`src/rtl/io_pad_bridge_bottom.sv`:
```
// Bottom-edge IO bridge: synchronises and debounces chip pad inputs toward the
// fabric, and gates fabric outputs onto pads until configuration has settled.
module io_pad_bridge_bottom #(
    parameter int NUM_IN      = 14,
    parameter int NUM_OUT     = 7,
    parameter int SYNC_STAGES = 2,
    parameter int FILTER_LEN  = 3,
    parameter int HOLD_CYCLES = 4
) (
    input  logic               clk,
    input  logic               rst_n,
    input  logic               config_done,
    input  logic [NUM_IN-1:0]  pad_in,
    output logic [NUM_IN-1:0]  fabric_in,
    input  logic [NUM_OUT-1:0] fabric_out,
    output logic [NUM_OUT-1:0] pad_out,
    output logic               running
);

    localparam int CNT_W  = $clog2(FILTER_LEN + 1);
    localparam int HOLD_W = 8;
    localparam logic [CNT_W-1:0]  CNT_LAST  = CNT_W'(FILTER_LEN - 1);
    localparam logic [HOLD_W-1:0] HOLD_LOAD = HOLD_W'(HOLD_CYCLES - 1);

    typedef enum logic [1:0] {
        ST_CONFIG = 2'd0,
        ST_HOLD   = 2'd1,
        ST_RUN    = 2'd2
    } state_t;

    genvar gi;
    generate
        for (gi = 0; gi < NUM_IN; gi++) begin : g_in
            logic [SYNC_STAGES-1:0] sync_q;
            logic [CNT_W-1:0]       cnt_q;
            logic [CNT_W-1:0]       cnt_d;
            logic                   filt_q;
            logic                   filt_d;
            logic                   sync_bit;

            assign sync_bit = sync_q[SYNC_STAGES-1];

            always_ff @(posedge clk or negedge rst_n) begin
                if (!rst_n) begin
                    sync_q <= '0;
                end else begin
                    sync_q <= {sync_q[SYNC_STAGES-2:0], pad_in[gi]};
                end
            end

            // The counter only advances over an unbroken run of mismatching cycles.
            always_comb begin
                filt_d = filt_q;
                cnt_d  = '0;
                if (sync_bit != filt_q) begin
                    if (cnt_q == CNT_LAST) begin
                        filt_d = sync_bit;
                    end else begin
                        cnt_d = cnt_q + CNT_W'(1);
                    end
                end
            end

            always_ff @(posedge clk or negedge rst_n) begin
                if (!rst_n) begin
                    cnt_q  <= '0;
                    filt_q <= 1'b0;
                end else begin
                    cnt_q  <= cnt_d;
                    filt_q <= filt_d;
                end
            end

            assign fabric_in[gi] = filt_q;
        end
    endgenerate

    state_t              state_q;
    state_t              state_d;
    logic [HOLD_W-1:0]   hold_q;
    logic [HOLD_W-1:0]   hold_d;
    logic [NUM_OUT-1:0]  pad_out_q;
    logic [NUM_OUT-1:0]  pad_out_d;
    logic                running_q;
    logic                running_d;

    always_ff @(posedge clk or negedge rst_n) begin
        if (!rst_n) begin
            state_q <= ST_CONFIG;
            hold_q  <= '0;
        end else begin
            state_q <= state_d;
            hold_q  <= hold_d;
        end
    end

    // Losing config_done always wins, from any state.
    always_comb begin
        state_d = state_q;
        hold_d  = hold_q;
        if (!config_done) begin
            state_d = ST_CONFIG;
        end else begin
            case (state_q)
                ST_CONFIG: begin
                    state_d = ST_HOLD;
                    hold_d  = HOLD_LOAD;
                end
                ST_HOLD: begin
                    if (hold_q == '0) begin
                        state_d = ST_RUN;
                    end else begin
                        hold_d = hold_q - HOLD_W'(1);
                    end
                end
                ST_RUN:  state_d = ST_RUN;
                default: state_d = ST_CONFIG;
            endcase
        end
    end

    always_comb begin
        running_d = (state_d == ST_RUN);
        pad_out_d = running_d ? fabric_out : '0;
    end

    always_ff @(posedge clk or negedge rst_n) begin
        if (!rst_n) begin
            pad_out_q <= '0;
            running_q <= 1'b0;
        end else begin
            pad_out_q <= pad_out_d;
            running_q <= running_d;
        end
    end

    assign pad_out = pad_out_q;
    assign running = running_q;

endmodule

```
`config.mk`:
```
export PLATFORM = sky130hd
export DESIGN_NAME = io_pad_bridge_bottom
export DESIGN_NICKNAME = d
export VERILOG_FILES = /design/src/rtl/io_pad_bridge_bottom.sv
export SDC_FILE = /design/constraint.sdc
export NUM_CORES = 1
export LEC_CHECK = 0
export CAP_MARGIN = 5
export CORE_MARGIN = 1
export CORE_UTILIZATION = 45
export DETAILED_ROUTE_END_ITERATION = 10
export PLACE_DENSITY_LB_ADDON = 0.12
export SLEW_MARGIN = 20
export SYNTH_ARGS = -nofsm -noshare
export SYNTH_HDL_FRONTEND = slang
export SYNTH_SLANG_ARGS = --single-unit
```
`constraint.sdc`:
```
create_clock -name clk -period 2.3 [get_ports clk]
set_input_delay 0.345 -clock clk [delete_from_list [all_inputs] [get_ports clk]]
set_output_delay 0.345 -clock clk [all_outputs]
set_load 0.05 [all_outputs]
```
=== Word-level counts from Yosys, hierarchy flattened ===
Index checks and enable logic that the tools add are counted.
W data, S select, Z words.

* Add/sub/neg operators: 15
* Eq/ne operators: 32
* Mux-type cells: 34
* Reduce and logical (&&, ||, !) cells: 18

{| class="wikitable"
|+ Operators with widths
! kind !! count
|-
| $mux W2 || 30
|-
| $eq A2 B2 Y1 const B || 16
|-
| $add A2 B1 Y2 const B || 14
|-
| $reduce_and A2 Y1 || 14
|-
| $pmux W8 S2 || 1
|-
| $ne A1 B1 Y1 || 14
|-
| $logic_not A8 Y1 || 1
|-
| $mux W8 || 1
|-
| $sub A8 B1 Y8 const B || 1
|-
| $mux W7 || 1
|-
| $pmux W2 S3 || 1
|-
| $reduce_and A3 Y1 || 1
|-
| $eq A2 B1 Y1 const B || 1
|-
| $logic_not A2 Y1 || 1
|-
| $ne A2 B2 Y1 const B || 1
|-
| $reduce_bool A2 Y1 || 1
|}

* Output and inout bits: 22
* Word-level logic and storage cells: 145
* Register bits: 88
* Input bits: 24

=== Longest topological paths before layout ===
Gate-level depths: netlist of run 1.

* Depth in word-level cells: 6
* Gate-level depth with buffers: 7
* Mapped depth without buffers: 6

=== Worst setup path after synthesis of run 1 ===
Ideal clock, no wire load.

* Path type: flip-flop to flip-flop
* From: register hold_q[5]
* To: register hold_q[7]
* Path buffers: 0
* Path slack: 0.636 ns
* Clock period less this slack: 1.664 ns
* Stages on the path, launching flop included: 5
* Arrival time: 1.543 ns
* Cell sequence: dfrtp_1 > or4_4 > or4_1 > a21oi_1 > o21ai_1

* Word-level cells in the longest chain between the ends: 3

{| class="wikitable"
|+ Ends and longest elaborated chain
! what !! line !! text
|-
| start: declaration || 80 || <nowiki>logic [HOLD_W-1:0] hold_q;</nowiki>
|-
| start signal: assignment || 93 || <nowiki>hold_q <= hold_d;</nowiki>
|-
| $sub A8 B1 Y8 / $logic_not A8 Y1 (equally long branches) || 113, 110 ||
|-
| $mux W8 / $ne A2 B2 Y1 (equally long branches) || -- ||
|-
| $pmux W8 S2 / $reduce_and A3 Y1 (equally long branches) || -- ||
|}

Several ways; a longest one is shown, not always the timed one. The select of a mux whose other input is x is not followed.
A chain may end at the register's enable or synchronous reset.

=== Worst setup path in the final report of run 1 ===
* From: register g_in[7].filt_q
* To: output port fabric_in[7]

{| class="wikitable"
|+ RTL lines
! what !! line !! text
|-
| start: declaration || 37 || <nowiki>logic filt_q;</nowiki>
|-
| start signal: assignment || 70 || <nowiki>filt_q <= filt_d;</nowiki>
|-
| end: declaration || 14 || <nowiki>output logic [NUM_IN-1:0] fabric_in,</nowiki>
|}

No word-level cell between the ends.

==> results of run 1 <==
-- sequential cells by signal (all words and copies together) (netlist names) --
signal	cells
pad_out	7
g_in.filt_q	14
g_in.cnt_q	28
running	1
g_in.sync_q	28
state_q	2
hold_q	8
-- Yosys cell counts (all sizes together) (2+ instances only) --
master and number:
a21oi 3, nor3b 14, or4 3, nor3 16, nor2 5, o211ai 2
o21a 2, and2 7, ha 2, buf 15, xor2 2, inv 4
nor2b 17, xnor2 14, mux2 15, o21ai 4, nor4 2, nand2 3
dfrtp 88
-- path summary, 6_finish.rpt --
check,end,slack (ns),cells past startpoint
hold reg to reg,g_in[6].sync_q[1],0.34,0
max in group asynchronous,g_in[9].sync_q[0],1.55,2
setup reg to reg,pad_out[3],0.51,4
min in group clk,g_in[6].sync_q[1],0.34,0
setup / recovery,fabric_in[7],0.40,1
hold / removal,g_in[13].cnt_q[1],0.04,1
-- final cells by class --
cell class	count	share of cell area
sequential	88	0.5681
multi-input combinational	119	0.2253
timing repair buffer	48	0.1214
clock buffer	10	0.03292
tap	96	0.03099
clock inverter	6	0.01743
inverter	4	0.003873
-- layer usage --
| metal | routed length [µm] | part of all wire | global-route usage | vias to the layer above |
|---|---|---|---|---|
| met3 | 301 | 0.067 | 0.05333 | 12 |
| met2 | 1966 | 0.44 | 0.2121 | 45 |
| met5 | 0 | 0 | 0 | - |
| met1 | 2090 | 0.47 | 0.1754 | 836 |
| li1 | - | - | - | 841 |
| met4 | 121 | 0.027 | 0.09394 | 0 |
-- power groups by stage --
stage               sequential [mW]  combinational (mW)  clock [mW]
global placement               2.26                1.49           0
floorplan                      2.22                1.28           0
detailed placement             2.28                1.52           0
global route                   2.31                1.62        1.13
finish                         2.25                1.50        1.03
CTS                            2.25                1.52        1.07
-- kinds of logic (layout without fill, tap and decap cells) --
group / after synthesis / in the layout / share of synthesized area
simple gates: 70 / 70 / 0.1342
compound gates: 16 / 16 / 0.03394
fa+ha+maj: 2 / 2 / 0.007802
flops: 88 / 88 / 0.6867
xor+xnor: 16 / 16 / 0.04370
buf+inv: 19 / 68 / 0.04097
mux: 15 / 15 / 0.05267
==> results.tsv, run 1 <==
metric	value	unit
p_switching	1.643	mW
startpoint	g_in[7].filt_q	
synth_top_cell_area_share	0.6867	
final_common_cell	dfrtp_1	
cts.sinks	88	
post-route-period-util	0.8273	
die_y	86.42	µm
setup_tns	0	ns
num_rows	30	
crit_path_cell_trace	clkdlybuf4s50_1	
core	0.006832	mm²
drt_iter0_drc	56	
synth_area	0.003207	mm²
cap_viol_max_count	0	
dp_slack	0.4161	ns
r2r-start	hold_q[5]	
grt_max_degree	59	
slowest_delay	0.82	ns
syn_avg_cell_area	14.19	µm²
routed_via_density	4.674	
sw_frac_of_total	0.3441	
fin_nets	296	
clock_latency	0.34	ns
hold_viol_final	0	
cp_slowest_cell	clkdlybuf4s50_1	
antenna_found_initial	0	
critical_path_buf_inv_count	1	
hold_ws	0.03526	ns
ctsHoldBuffers	0	
end_kind	primary output	
cpLargestDelayFamily	buffers and inverters	
antennaDiodeCount	0	
layout_common_cells	88 x dfrtp_1, 44 x clkdlybuf4s50_1, 17 x nor2b_1	
numCtsBuffers	9	
async_flop_share	1.000	
wl_per_cell	12.07	µm
synthToLayoutAreaGrowth	20.87	%
grt_pass1_wl	7.886	mm
p_total	4.774	mW
dp.cells	355	
wirelength	4.478	mm
dr_total_vias	1734	
intPower	3.131	mW
die_area	0.007468	mm²
relSlewSlack	0.5398	
power_frac_seq	0.472	
worstSetupPathType	reg -> out	
finalNonFillerCells	371	
hp-class	in -> async	
grt_pass1_vias	1798	
synth_ff_type	dfrtp_1	
max_clock_freq	525.6	MHz
cp_data_required_time	1.96	ns
yosys.area.top_type	dfrtp_1	
drive_gt1_frac	0.1382	
synth.distinct_cells	31	
slew_violations	0	
h-tree-depth	3	
synth_edf_count	0	
overflow	0	
placed_area	0.003681	mm²
ys_seq_area_frac	0.6867	
skew	0.008171	ns
drc	0	
port_buffers	45	
path_clk_slew	0.08	ns
final_core_util	0.5674	
fill_cells	593	
static-leakage-power	1.679	nW
setup_viol	0	
hpwl	3.099	mm
ys_ff_latch	88	
ant_nets	0	
globalRouteTotalUtil	0.1429	
gp_congestion	0.8444	
post_cts_buffers	0	
cts-root-buf	clkbuf_8	
cts_tree	yes	
critical_path.max_fanout	3	
cp.arrival	1.56	ns
worstMarginPinSlew	0.6903	ns
ios	46	
power.density	1232	mW/mm²
post_cts_resized	0	
fp.dieW	86.42	µm
finalWorstSetupSlack	0.3972	ns
irDropWorstVdd	0.4130	mV
startpoint_type	register	
rsz0062_at_grt	false	
synth_cells	226	
synth_area_leaders	dfrtp_1 69%, mux2_2 5.3%, xnor2_1 3.8%	
yosys_warnings	0	
clockBufferDepth	2	
p_comb_frac	0.314	
status	completed	
register_area	0.002202	mm²
p_clk_frac	0.215	
multi_input_comb_area	873.3	µm²
start_util	0.4694	
fin_area	0.003876	mm²
synthesis.nets	252	
min_period	1.903	ns
drt_pass1_iterations	4	
(Power assumes the default switching activity.)
==> inputs of run 2 (changes only) <==
Clock period 2.3 ns to 1.74 ns, I/O delays scaled along.
==> run 2 against run 1 <==
  * Power up 30%
  * Cell area up 0.13%
  * First-iteration DRC count down 8.9%
  * Critical path type is now reg -> reg
  * Largest cell class unchanged
  * Highest routed layer unchanged
==> results.tsv, run 2 (same netlist as run 1, synthesis figures left out) <==
metric	value	unit
startpoint_type	register	
rrSetupSlack	0.03	ns
core	0.006832	mm²
path_clk_slew	0.08	ns
fin_nets	302	
die_y	86.42	µm
gp_congestion	0.8165	
post-route-period-util	0.9801	
critical_path_buf_inv_count	0	
hp-class	in -> reg	
slew_violations	0	
cts-root-buf	clkbuf_8	
slowest_delay	0.56	ns
rr_worst_depth	4	
p_total	6.223	mW
numCtsBuffers	9	
reg2reg_to	hold_q[7]	
drt_iter0_drc	51	
dp.cells	360	
max_clock_freq	586.4	MHz
crit_path_cell_trace	or4_4 > or4_1 > a21oi_1 > o21ai_1	
setup_viol	0	
overflow	0	
routed_via_density	4.698	
power.density	1603	mW/mm²
r2r-start	hold_q[5]	
ant_nets	0	
finalNonFillerCells	377	
antenna_found_initial	0	
drc	0	
synthToLayoutAreaGrowth	21.03	%
drive_gt1_frac	0.2278	
port_buffers	45	
cp_slowest_cell	or4_4	
critical_path.max_fanout	5	
worstSetupPathType	reg -> reg	
relSlewSlack	0.6601	
min_period	1.705	ns
irDropWorstVdd	0.6481	mV
grt_pass1_vias	1706	
startpoint	hold_q[5]	
cts_tree	yes	
cpLargestDelayFamily	simple AND/OR/NAND/NOR gates	
grt_max_degree	39	
start_util	0.4694	
end_kind	register	
globalRouteTotalUtil	0.1389	
fin_area	0.003881	mm²
ios	46	
dr_total_vias	1771	
layout_common_cells	88 x dfrtp_1, 28 x buf_4, 22 x clkdlybuf4s50_1	
cts.sinks	88	
drt_pass1_iterations	6	
hpwl	3.170	mm
final_common_cell	dfrtp_1	
cp.depth	4	
setup_tns	0	ns
cap_viol_max_count	0	
clock_latency	0.34	ns
crit_end	hold_q[7]	
h-tree-depth	3	
status	completed	
skew	0.009038	ns
cp_data_required_time	1.98	ns
wl_per_cell	11.77	µm
wirelength	4.436	mm
cp.arrival	1.94	ns
static-leakage-power	1.759	nW
biggestRegsByFlops	g_in.cnt_q: 28 flops, g_in.sync_q: 28 flops, g_in.filt_q: 14 flops	
clockBufferDepth	2	
antennaDiodeCount	0	
grt_pass1_wl	7.665	mm
hold_viol_final	0	
rsz0062_at_grt	true	
die_area	0.007468	mm²
fp.dieW	86.42	µm
num_rows	30	
placed_area	0.003681	mm²
worstMarginPinSlew	0.5118	ns
## run 2: power breakdown
group,internal (mW),total [mW],leakage [nW],switching (mW)
Sequential,2.57,2.95,1.10,0.381
Clock,0.636,1.29,0.102,0.659
Combinational,0.873,1.98,0.559,1.10
Total,4.08,6.22,1.76,2.14
## run 2: timing repair
action | in CTS | in global routing
setup buffers | 0 | 0
hold buffers | 1 | 0
endpoints found under the setup margin | 2 | 2
resized for setup | 2 | 0
endpoints found under the hold margin | 35 | 0
## run 2: metrics by stage
step	util	setup WS, ns	hold WS (ns)
final	0.5681	0.03456	0.3481
after global routing	0.5681	-0.01748	0.3200
after CTS	0.5681	0.03569	0.3232
after detailed placement	0.5388	0.05329	0.2563
after global placement	0.5388	0.07489	0.2548
after floorplan	-	0.07577	-0.03459
## run 2: worst min path at each step
stage / end / cells after the start / start
floorplan: g_in[0].cnt_q[0] / 0 / rst_n
global placement: g_in[13].sync_q[1] / 1 / rst_n
detailed placement: g_in[13].sync_q[1] / 1 / rst_n
CTS: g_in[13].sync_q[0] / 1 / pad_in[13]
global route: g_in[11].sync_q[0] / 1 / pad_in[11]
finish: g_in[13].sync_q[0] / 1 / pad_in[13]
## run 2: area by class of cell
type,instances,area (µm²)
fill,576,2950
sequential,88,2202
multi-input combinational,119,873.3
timing repair buffer,54,478.0
clock buffer,12,165.2
tap,96,120.1
clock inverter,4,27.53
inverter,4,15.01
## run 2: per-layer routing
metal / up-vias / global-route usage / routed length [µm]
met1: 869 / 0.1607 / 1909
li1: 853 / - / -
met4: 0 / 0.05455 / 60
met5: - / 0 / 0
met2: 42 / 0.2128 / 2107
met3: 7 / 0.08095 / 358
==> inputs of run 3 (changes only) <==
==> constraint.sdc (replaced) <==
create_clock -name clk -period 1.74 [get_ports clk]
set_input_delay 0.435 -clock clk [delete_from_list [all_inputs] [get_ports clk]]
set_output_delay 0.435 -clock clk [all_outputs]
set_load 0.05 [all_outputs]
==> run 3 against run 2 <==
  * Critical path depth unchanged
  * Cell area rose by 1.9%
  * Register-to-register slack hardly changed
  * Clock skew increased by 0.0042 ns
  * Critical endpoint unchanged
  * Largest power group unchanged
==> results.tsv, run 3 (same netlist as run 1, synthesis figures left out) <==
metric	value	unit
grt_pass1_wl	8.169	mm
biggestRegsByFlops	g_in.cnt_q: 28 flops, g_in.sync_q: 28 flops, g_in.filt_q: 14 flops	
drt_iter0_drc	72	
num_rows	30	
post-route-period-util	0.9732	
status	completed	
wirelength	4.575	mm
clock_latency	0.35	ns
hp-class	in -> async	
drive_gt1_frac	0.2544	
layout_common_cells	88 x dfrtp_1, 33 x buf_4, 22 x clkdlybuf4s50_1	
cts_tree	yes	
final_common_cell	dfrtp_1	
routed_via_density	4.736	
setup_viol	0	
wl_per_cell	11.95	µm
irDropWorstVdd	0.5995	mV
ctsHoldBuffers	0	
hold_ws	0.07031	ns
clockBufferDepth	2	
drt_pass1_iterations	4	
grt_max_degree	59	
fin_nets	308	
slowest_delay	0.58	ns
power.density	1607	mW/mm²
cp.arrival	1.93	ns
p_total	6.357	mW
skew	0.01327	ns
cap_viol_max_count	0	
cp_slowest_cell	or4_4	
cpLargestDelayFamily	simple AND/OR/NAND/NOR gates	
setup_tns	0	ns
antenna_found_initial	0	
min_period	1.693	ns
die_area	0.007468	mm²
crit_path_cell_trace	or4_4 > or4_1 > a21oi_1 > o21ai_1	
port_buffers	45	
fin_area	0.003955	mm²
placed_area	0.003759	mm²
ios	46	
numCtsBuffers	9	
max_clock_freq	590.6	MHz
slew_violations	0	
drc	0	
start_util	0.4694	
dr_total_vias	1814	
worstMarginPinSlew	0.3903	ns
die_y	86.42	µm
hold_viol_final	0	
cts-root-buf	clkbuf_8	
fill_cells	590	
static-leakage-power	1.784	nW
globalRouteTotalUtil	0.1476	
critical_path_buf_inv_count	0	
fp.dieW	86.42	µm
antennaDiodeCount	0	
cp_data_required_time	1.98	ns
cts.sinks	88	
ant_nets	0	
hpwl	3.125	mm
grt_pass1_vias	1870	
synthToLayoutAreaGrowth	23.33	%
critical_path.max_fanout	5	
end_kind	register	
gp_congestion	0.8312	
relSlewSlack	0.7361	
core	0.006832	mm²
overflow	0	
final_core_util	0.5789	
worstSetupPathType	reg -> reg	
startpoint_type	register	
rsz0062_at_grt	true	
path_clk_slew	0.09	ns
h-tree-depth	3	
[run 3: changes by cell type in the layout (fill, tap and decap cells not counted), sizes merged]
cell and delta:
clkinvlp +2, inv +2, dlygate4sd3 -1, dlygate4sd2 -2, clkbuf -3, buf +9, clkinv -1
[run 3: area by class of cell]
class | count | area (µm²) | area share
clock buffers | 9 | 123.9 | 0.03132
clock inverters | 7 | 55.05 | 0.01392
inverters | 4 | 15.01 | 0.003796
multi-input cells | 119 | 879.6 | 0.2224
flip-flops and latches | 88 | 2202 | 0.5568
well taps | 96 | 120.1 | 0.03037
repair buffers | 60 | 559.3 | 0.1414
[run 3: what timing repair did]
action / CTS / global route
setup buffers: 0 / 1
hold endpoints to repair: 0 / 0
gates resized for setup: 0 / 2
endpoints found under the setup margin: 0 / 2
[run 3: report_power, final]
part / switching [mW] / internal, mW / leakage (nW)
clock: 0.725 / 0.530 / 0.0862
sequential: 0.396 / 2.57 / 1.10
combinational: 1.13 / 1.00 / 0.600
[run 3: worst register-to-register path: stages, from the launching register on]
cell     delay, ns
dfrtp_1       0.39
or4_4         0.58
or4_1         0.41
a21oi_1       0.14
o21ai_1       0.07
[run 3: worst paths after layout]
kind                                    from                end  slack, ns  cells after the start
max                                hold_q[3]          hold_q[7]       0.05                      4
min                                    rst_n  g_in[10].cnt_q[1]       0.07                      2
max reg2reg                        hold_q[3]          hold_q[7]       0.05                      4
min reg2reg                g_in[6].sync_q[0]  g_in[6].sync_q[1]       0.35                      0
max in group asynchronous              rst_n          hold_q[5]       1.35                      2
min in group clk           g_in[6].sync_q[0]  g_in[6].sync_q[1]       0.35                      0
[run 3: routing by layer]
metal  GRT usage  share of wire  wire [µm]  vias up
li1            -              -          -      867
met1      0.1701           0.44       2005      896
met2      0.2323           0.47       2173       45
met3     0.07810          0.072        331        6
met4     0.05909          0.014         64        0
met5           0              0          0        -
[run 3: through the flow]
step / instances / setup WS (ns)
3_3_place_gp: 366 / -0.03530
3_5_place_dp: 366 / -0.09567
2_1_floorplan: 226 / 0.07577
5_1_grt: 383 / -0.004867
4_1_cts: 382 / 0.007772
6_report: 383 / 0.04670
